[config.mk]
export PLATFORM = sky130hd
export DESIGN_NAME = hsi_link_sequencer
export DESIGN_NICKNAME = d
export VERILOG_FILES = /design/src/rtl/hsi_link_sequencer.sv
export SDC_FILE = /design/constraint.sdc
export NUM_CORES = 1
export LEC_CHECK = 0
export ABC_AREA = 1
export CAP_MARGIN = 0
export CORE_ASPECT_RATIO = 1.4
export CORE_MARGIN = 4
export CORE_UTILIZATION = 45
export CTS_BUF_LIST = sky130_fd_sc_hd__clkbuf_4 sky130_fd_sc_hd__clkbuf_8 sky130_fd_sc_hd__clkbuf_16
export DETAILED_ROUTE_END_ITERATION = 10
export PLACE_DENSITY = 0.78
export SYNTH_ARGS = -nofsm -noshare
export SYNTH_HDL_FRONTEND = slang
export SYNTH_SLANG_ARGS = --single-unit
[constraint.sdc]
create_clock -name clk -period 3.05 [get_ports clk]
set_input_delay 0.4575 -clock clk [delete_from_list [all_inputs] [get_ports clk]]
set_output_delay 0.4575 -clock clk [all_outputs]
set_load 0.05 [all_outputs]
[src/rtl/hsi_link_sequencer.sv]
// rtl/hsi_link_sequencer.sv - HSI master transaction sequencer: issue, grade, retry, service poll, busy holdoff
module hsi_link_sequencer #(
    parameter int TIMEOUT_CYC  = 4096,
    parameter int MAX_RETRY    = 3,
    parameter int BUSY_HOLDOFF = 256
) (
    input  logic        clk,
    input  logic        n_rst,
    input  logic        host_req_i,
    input  logic [15:0] host_len_i,
    output logic        host_ack_o,
    output logic        tx_start_o,
    output logic [15:0] tx_len_o,
    output logic        tx_svc_o,
    input  logic        tx_done_i,
    input  logic        rx_frame_end_i,
    input  logic [5:0]  rx_errs_i,
    input  logic        rx_service_req_i,
    input  logic        rx_sd_busy_i,
    output logic        done_o,
    output logic [1:0]  res_code_o,
    output logic [5:0]  res_errs_o,
    output logic        res_svc_o,
    output logic [2:0]  retry_cnt_o,
    output logic        busy_o
);

    typedef enum logic [2:0] {
        S_IDLE,
        S_HOLDOFF,
        S_SEND,
        S_WAIT_TX,
        S_WAIT_RX,
        S_EVAL,
        S_DONE
    } state_t;

    localparam logic [15:0] TO_LAST   = 16'(TIMEOUT_CYC - 1);
    localparam logic [15:0] HO_LAST   = 16'(BUSY_HOLDOFF - 1);
    localparam logic [2:0]  RETRY_MAX = 3'(MAX_RETRY);

    state_t      state_q;
    logic [15:0] cnt_q;
    logic [2:0]  retry_q;
    logic        svc_pend_q;
    logic        hold_flag_q;
    logic [5:0]  lat_errs_q;
    logic        lat_svc_q;
    logic        lat_busy_q;
    logic        lat_to_q;
    logic [15:0] tx_len_q;
    logic        tx_svc_q;
    logic        host_ack_q;
    logic        tx_start_q;
    logic        done_q;
    logic [1:0]  res_code_q;
    logic [5:0]  res_errs_q;
    logic        res_svc_q;
    logic        busy_q;

    // Single registered FSM; pulse outputs default low and are raised on the edge entering their state.
    always_ff @(posedge clk or negedge n_rst) begin
        if (!n_rst) begin
            state_q     <= S_IDLE;
            cnt_q       <= '0;
            retry_q     <= '0;
            svc_pend_q  <= 1'b0;
            hold_flag_q <= 1'b0;
            lat_errs_q  <= '0;
            lat_svc_q   <= 1'b0;
            lat_busy_q  <= 1'b0;
            lat_to_q    <= 1'b0;
            tx_len_q    <= '0;
            tx_svc_q    <= 1'b0;
            host_ack_q  <= 1'b0;
            tx_start_q  <= 1'b0;
            done_q      <= 1'b0;
            res_code_q  <= '0;
            res_errs_q  <= '0;
            res_svc_q   <= 1'b0;
            busy_q      <= 1'b0;
        end else begin
            host_ack_q <= 1'b0;
            tx_start_q <= 1'b0;
            done_q     <= 1'b0;
            case (state_q)
                S_IDLE: begin
                    if (svc_pend_q || host_req_i) begin
                        if (svc_pend_q) begin
                            tx_len_q <= '0;
                            tx_svc_q <= 1'b1;
                        end else begin
                            tx_len_q   <= host_len_i;
                            tx_svc_q   <= 1'b0;
                            host_ack_q <= 1'b1;
                        end
                        retry_q <= '0;
                        cnt_q   <= '0;
                        busy_q  <= 1'b1;
                        if (hold_flag_q) begin
                            state_q <= S_HOLDOFF;
                        end else begin
                            state_q    <= S_SEND;
                            tx_start_q <= 1'b1;
                        end
                    end
                end
                S_HOLDOFF: begin
                    if (cnt_q == HO_LAST) begin
                        cnt_q       <= '0;
                        hold_flag_q <= 1'b0;
                        state_q     <= S_SEND;
                        tx_start_q  <= 1'b1;
                    end else begin
                        cnt_q <= cnt_q + 16'd1;
                    end
                end
                S_SEND: begin
                    state_q <= S_WAIT_TX;
                end
                S_WAIT_TX: begin
                    if (tx_done_i) begin
                        cnt_q   <= '0;
                        state_q <= S_WAIT_RX;
                    end
                end
                S_WAIT_RX: begin
                    // A frame end arriving on the expiry edge still counts as a reply.
                    if (rx_frame_end_i) begin
                        lat_errs_q <= rx_errs_i;
                        lat_svc_q  <= rx_service_req_i;
                        lat_busy_q <= rx_sd_busy_i;
                        lat_to_q   <= 1'b0;
                        state_q    <= S_EVAL;
                    end else if (cnt_q == TO_LAST) begin
                        lat_errs_q <= '0;
                        lat_svc_q  <= 1'b0;
                        lat_busy_q <= 1'b0;
                        lat_to_q   <= 1'b1;
                        state_q    <= S_EVAL;
                    end else begin
                        cnt_q <= cnt_q + 16'd1;
                    end
                end
                S_EVAL: begin
                    if (lat_errs_q[0] || retry_q >= RETRY_MAX) begin
                        if (lat_errs_q[0]) begin
                            res_code_q  <= 2'd0;
                            hold_flag_q <= hold_flag_q | lat_busy_q;
                            svc_pend_q  <= (svc_pend_q & ~tx_svc_q) | lat_svc_q;
                        end else begin
                            res_code_q <= lat_to_q ? 2'd2 : 2'd1;
                            svc_pend_q <= svc_pend_q & ~tx_svc_q;
                        end
                        res_errs_q <= lat_errs_q;
                        res_svc_q  <= tx_svc_q;
                        done_q     <= 1'b1;
                        state_q    <= S_DONE;
                    end else begin
                        retry_q    <= retry_q + 3'd1;
                        tx_start_q <= 1'b1;
                        state_q    <= S_SEND;
                    end
                end
                S_DONE: begin
                    busy_q  <= 1'b0;
                    state_q <= S_IDLE;
                end
                default: begin
                    busy_q  <= 1'b0;
                    state_q <= S_IDLE;
                end
            endcase
        end
    end

    assign host_ack_o  = host_ack_q;
    assign tx_start_o  = tx_start_q;
    assign tx_len_o    = tx_len_q;
    assign tx_svc_o    = tx_svc_q;
    assign done_o      = done_q;
    assign res_code_o  = res_code_q;
    assign res_errs_o  = res_errs_q;
    assign res_svc_o   = res_svc_q;
    assign retry_cnt_o = retry_q;
    assign busy_o      = busy_q;

endmodule

# == Word level (Yosys, flattened, before mapping) ==
# Cells that the tools add are included.
# totals
reg_bits,63
input_bits,29
output_inout_bits,33
word_cells,103
# classes
add_sub_neg,2
order_cmp,1
eq_ne,16
muxes,45
bitwise_logic,5
n_reduce_logical,16
# ops
operator,count
two-way mux 16 bit,6
case mux 16 bit (4 select lines),1
two-way mux 3 bit,8
two-way mux 1 bit,20
case mux 3 bit (6 select lines),1
adder 16 x 1 -> 16 bit (second input constant),1
equality test 16 x 12 -> 1 bit (second input constant),1
equality test 16 x 8 -> 1 bit (second input constant),1
!= test 2 bit (second input constant),8
two-way mux 6 bit,2
AND reduction 2 bit,4
AND reduction 4 bit,2
equality test 3 x 2 -> 1 bit (second input constant),2
equality test 3 bit (second input constant),2
two-way mux 2 bit,3
case mux 3 bit (2 select lines),1
nonzero test 2 bit,3
AND reduction 5 bit,1
OR reduction 5 bit,1
case mux 1 bit (2 select lines),2
nonzero test 4 bit,1
adder 3 x 1 -> 3 bit (second input constant),1
equality test 3 x 1 -> 1 bit (second input constant),1
greater-or-equal comparator 3 x 2 -> 1 bit (second input constant),1
other kinds (8),11

# == Longest topological paths before layout ==
# depth
word_depth,4
mapped_depth,12

# == Worst setup path before layout ==
# Ideal clock, no wire load.
# synth_timing
kind,flip-flop to flip-flop
startpoint,register retry_q[0] (netlist: retry_cnt_o[0])
endpoint,register res_errs_q[2] (netlist: res_errs_o[2])
setup_ns,0.083
t_arrival_ns,1.708
required_ns,2.967
slack_ns,1.260
stages_incl_launch_ff,9
n_path_buf,1
path_cell_list,dfrtp_1 ha_1 ha_1 nor2_1 nand3_1 nand2_1 buf_2 nand2_1 o21ai_0
# synth_between
elab_chain_len,3
# synth_lines
item,line_no,source
from (decl),44,logic [2:0] retry_q;
from (signal assigned),160,retry_q <= retry_q + 3'd1;
greater-or-equal comparator 3 x 2 -> 1 bit,146,if (lat_errs_q[0] || retry_q >= RETRY_MAX) begin
logical OR 1 bit,146,
AND reduction 2 bit (no line),n/a,
to (signal assigned),155,res_errs_q <= lat_errs_q;
to (decl),57,logic [5:0] res_errs_q;
# No other way between the ends.
# A chain may end at the register's enable or synchronous reset.

# == Worst setup path after layout ==
# layout_timing
startpoint,register retry_q[0] (netlist: retry_cnt_o[0])
endpoint,output retry_cnt_o[0]
# layout_lines
item,line_no,source
to (decl),24,"output logic [2:0] retry_cnt_o,"
# No word-level cell between the ends.

==> results.tsv <==
metric	value	unit
status	complete, no violations	
crit_end	retry_cnt_o[0]	
die_x	77.7	um
arrival	1580	ps
syn_inst	366	
maxSlewHeadroom	64.1	%
required	2590	ps
core	0.00661	mm^2
cp-end-kind	primary output	
synth_area	0.00306	mm^2
ant_nets	0	
fin_worst_skew	8.24	ps
worst_slew_pin_slew	537	ps
grt_first_pass_wirelength	12600	um
grt_pass1_vias	2743	
track_usage	19.3	%
clockBufferDepth	2	
diodes	0	
cts_setup_buffers	0	
rrSetupSlack	1140	ps
power_density	940	mW/mm^2
io_pins	62	
critPathLaunch	retry_cnt_o[0]	
syn_nets	398	
crit_type	flip-flop to primary output	
crit_slowest_cell	clkdlybuf4s50_1	
antenna_found_initial	0	
routed_wl	7150	um
rsz0062_at_grt	false	
cp_num_buf_inv	1	
nNetsFinal	465	
grt_max_degree	23	
drive_above_1_share	7.99	%
drv_cap	0	
dieArea	0.00821	mm^2
ir_drop	603	uV
path_clk_slew	70	ps
finalHoldViolCount	0	
yosys_warnings	0	
crit_family	buffers and inverters	
start_kind	flip-flop	
max_freq	490	MHz
post-route-min-period	2040	ps
portBuffers	61	
clk_latency	340	ps
crit-reg2reg-launch	retry_cnt_o[0]	
fp.dieH	106	um
setup-tns-final	0	ps
yosysSeqAreaShare	51.5	%
overflow	0	
start_util	46.3	%
hpwl	5140	um
worstPathMaxFanout	5	
path_depth	1	
first_pass_iters	4	
worstRegToRegCells	8	
drc	0	
via_per_inst	5.02	
final.period_utilization	66.9	%
final-setup-viol-count	0	
area_delta_synth_final	29.2	%
cts.repair.resized	0	
power	0.00372	W
synth_seq_cells	63	
gp_congestion	0.896	
final_core_util	59.8	%
clockRootBuffer	clkbuf_8	
cts_hold_buf	0	
synthDistinctLibCells	31	
clkSinkCount	63	
cts_buffers	9	
cpPeakStageDelay	830	ps
wire_per_inst	13.5	um
maxSlewViolCount	0	
syn_avg_cell_area	8.37	um^2
crit_chain	clkdlybuf4s50_1	
htreeDepth	3	
min_path_type	primary input to async pin	
vias	2659	
tritoncts	built	
power_leakage	1.83	nW
row_count	35	
reg2reg_to	state_q[2]	
drtIter0Drc	144	
[stage by stage]
| stage | hold WS, ps | setup WS, ps | cells | cell area, um^2 |
|---|---|---|---|---|
| after global placement | 444 | 1130 | 514 | 3750 |
| after floorplan | 162 | 1260 | 366 | 3060 |
| final | 81.4 | 1010 | 530 | 3960 |
| after CTS | 78.1 | 989 | 530 | 3960 |
| after global routing | 110 | 925 | 530 | 3960 |
| after detailed placement | 460 | 1060 | 514 | 3750 |
[final cells by class]
cell class / count / area [um^2]
Tap cell: 92 / 115
Sequential cell: 63 / 1580
Multi-Input combinational cell: 259 / 1300
Timing Repair Buffer: 63 / 621
Clock inverter: 5 / 56.3
Fill cell: 583 / 2660
Inverter: 37 / 139
Clock buffer: 11 / 151
[worst min path at each step]
stage          slack [ps]            end  depth (start not counted)
6_report               80     state_q[1]                          1
5_1_grt               110  res_errs_o[0]                          1
4_1_cts                80         done_o                          1
3_5_place_dp          460         done_o                          1
3_3_place_gp          440         done_o                          1
2_1_floorplan         160         busy_o                          0
[registers in the layout (all words and copies together), names as in the netlist, 2 cells and up]
signal,cells
res_errs_o,6
res_code_o,2
cnt_q,16
retry_cnt_o,3
lat_errs_q,6
tx_len_o,16
state_q,3
[placed cells by master, fill, tap and decap left out, drive strengths merged]
cell type | Yosys | layout
a21oi | 5 | 5
a22o | 17 | 17
a31oi | 2 | 2
buf | 7 | 3
bufinv | 0 | 1
clkbuf | 0 | 11
clkdlybuf4s50 | 0 | 60
clkinv | 2 | 5
clkinvlp | 0 | 1
dfrtp | 63 | 63
ha | 3 | 3
inv | 35 | 35
nand2 | 124 | 124
nand3 | 11 | 11
nand3b | 2 | 2
nand4 | 8 | 8
nor2 | 50 | 50
nor3 | 2 | 2
o21a | 1 | 1
o21ai | 20 | 20
o21bai | 5 | 5
o221ai | 1 | 1
o31ai | 1 | 1
xnor2 | 2 | 2
xor2 | 5 | 5
[cells by family (layout without fill, tap and decap cells)]
group	after synthesis	count (layout)	synth area share, %
simple gates	197	197	27.4
flops	63	63	51.5
compound gates	52	52	11.7
buf+inv	44	116	6.17
xor+xnor	7	7	2.00
fa+ha+maj	3	3	1.23
[synth_stat cells (all sizes together)]
cell type | n | area [um^2]
nor3 | 2 | 21.3
o31ai | 1 | 7.51
nand4 | 8 | 56.3
nand2 | 124 | 470
inv | 35 | 131
clkinv | 2 | 7.51
nand3b | 2 | 15.0
nand3 | 11 | 70.1
o221ai | 1 | 8.76
xnor2 | 2 | 17.5
xor2 | 5 | 43.8
a31oi | 2 | 12.5
a22o | 17 | 149
dfrtp | 63 | 1580
ha | 3 | 37.5
a21oi | 5 | 36.3
o21ai | 20 | 100
o21bai | 5 | 37.5
o21a | 1 | 7.51
buf | 7 | 50.1
nor2 | 50 | 205
[report_power, final]
| group | internal (W) | total (W) | switching [W] |
|---|---|---|---|
| Clock | 0.000420 | 0.000749 | 0.000329 |
| Combinational | 0.000563 | 0.00171 | 0.00115 |
| Sequential | 0.00109 | 0.00125 | 0.000167 |
[layer usage]
metal  track usage, %  share of wire [%]  wire, um
met1             22.4                 41      2920
met2             33.0                 52      3700
met3             4.62                4.2       301
met4             9.16                3.1       220
met5                0                  0         0
Note: power is estimated with default switching activity, not from simulation.
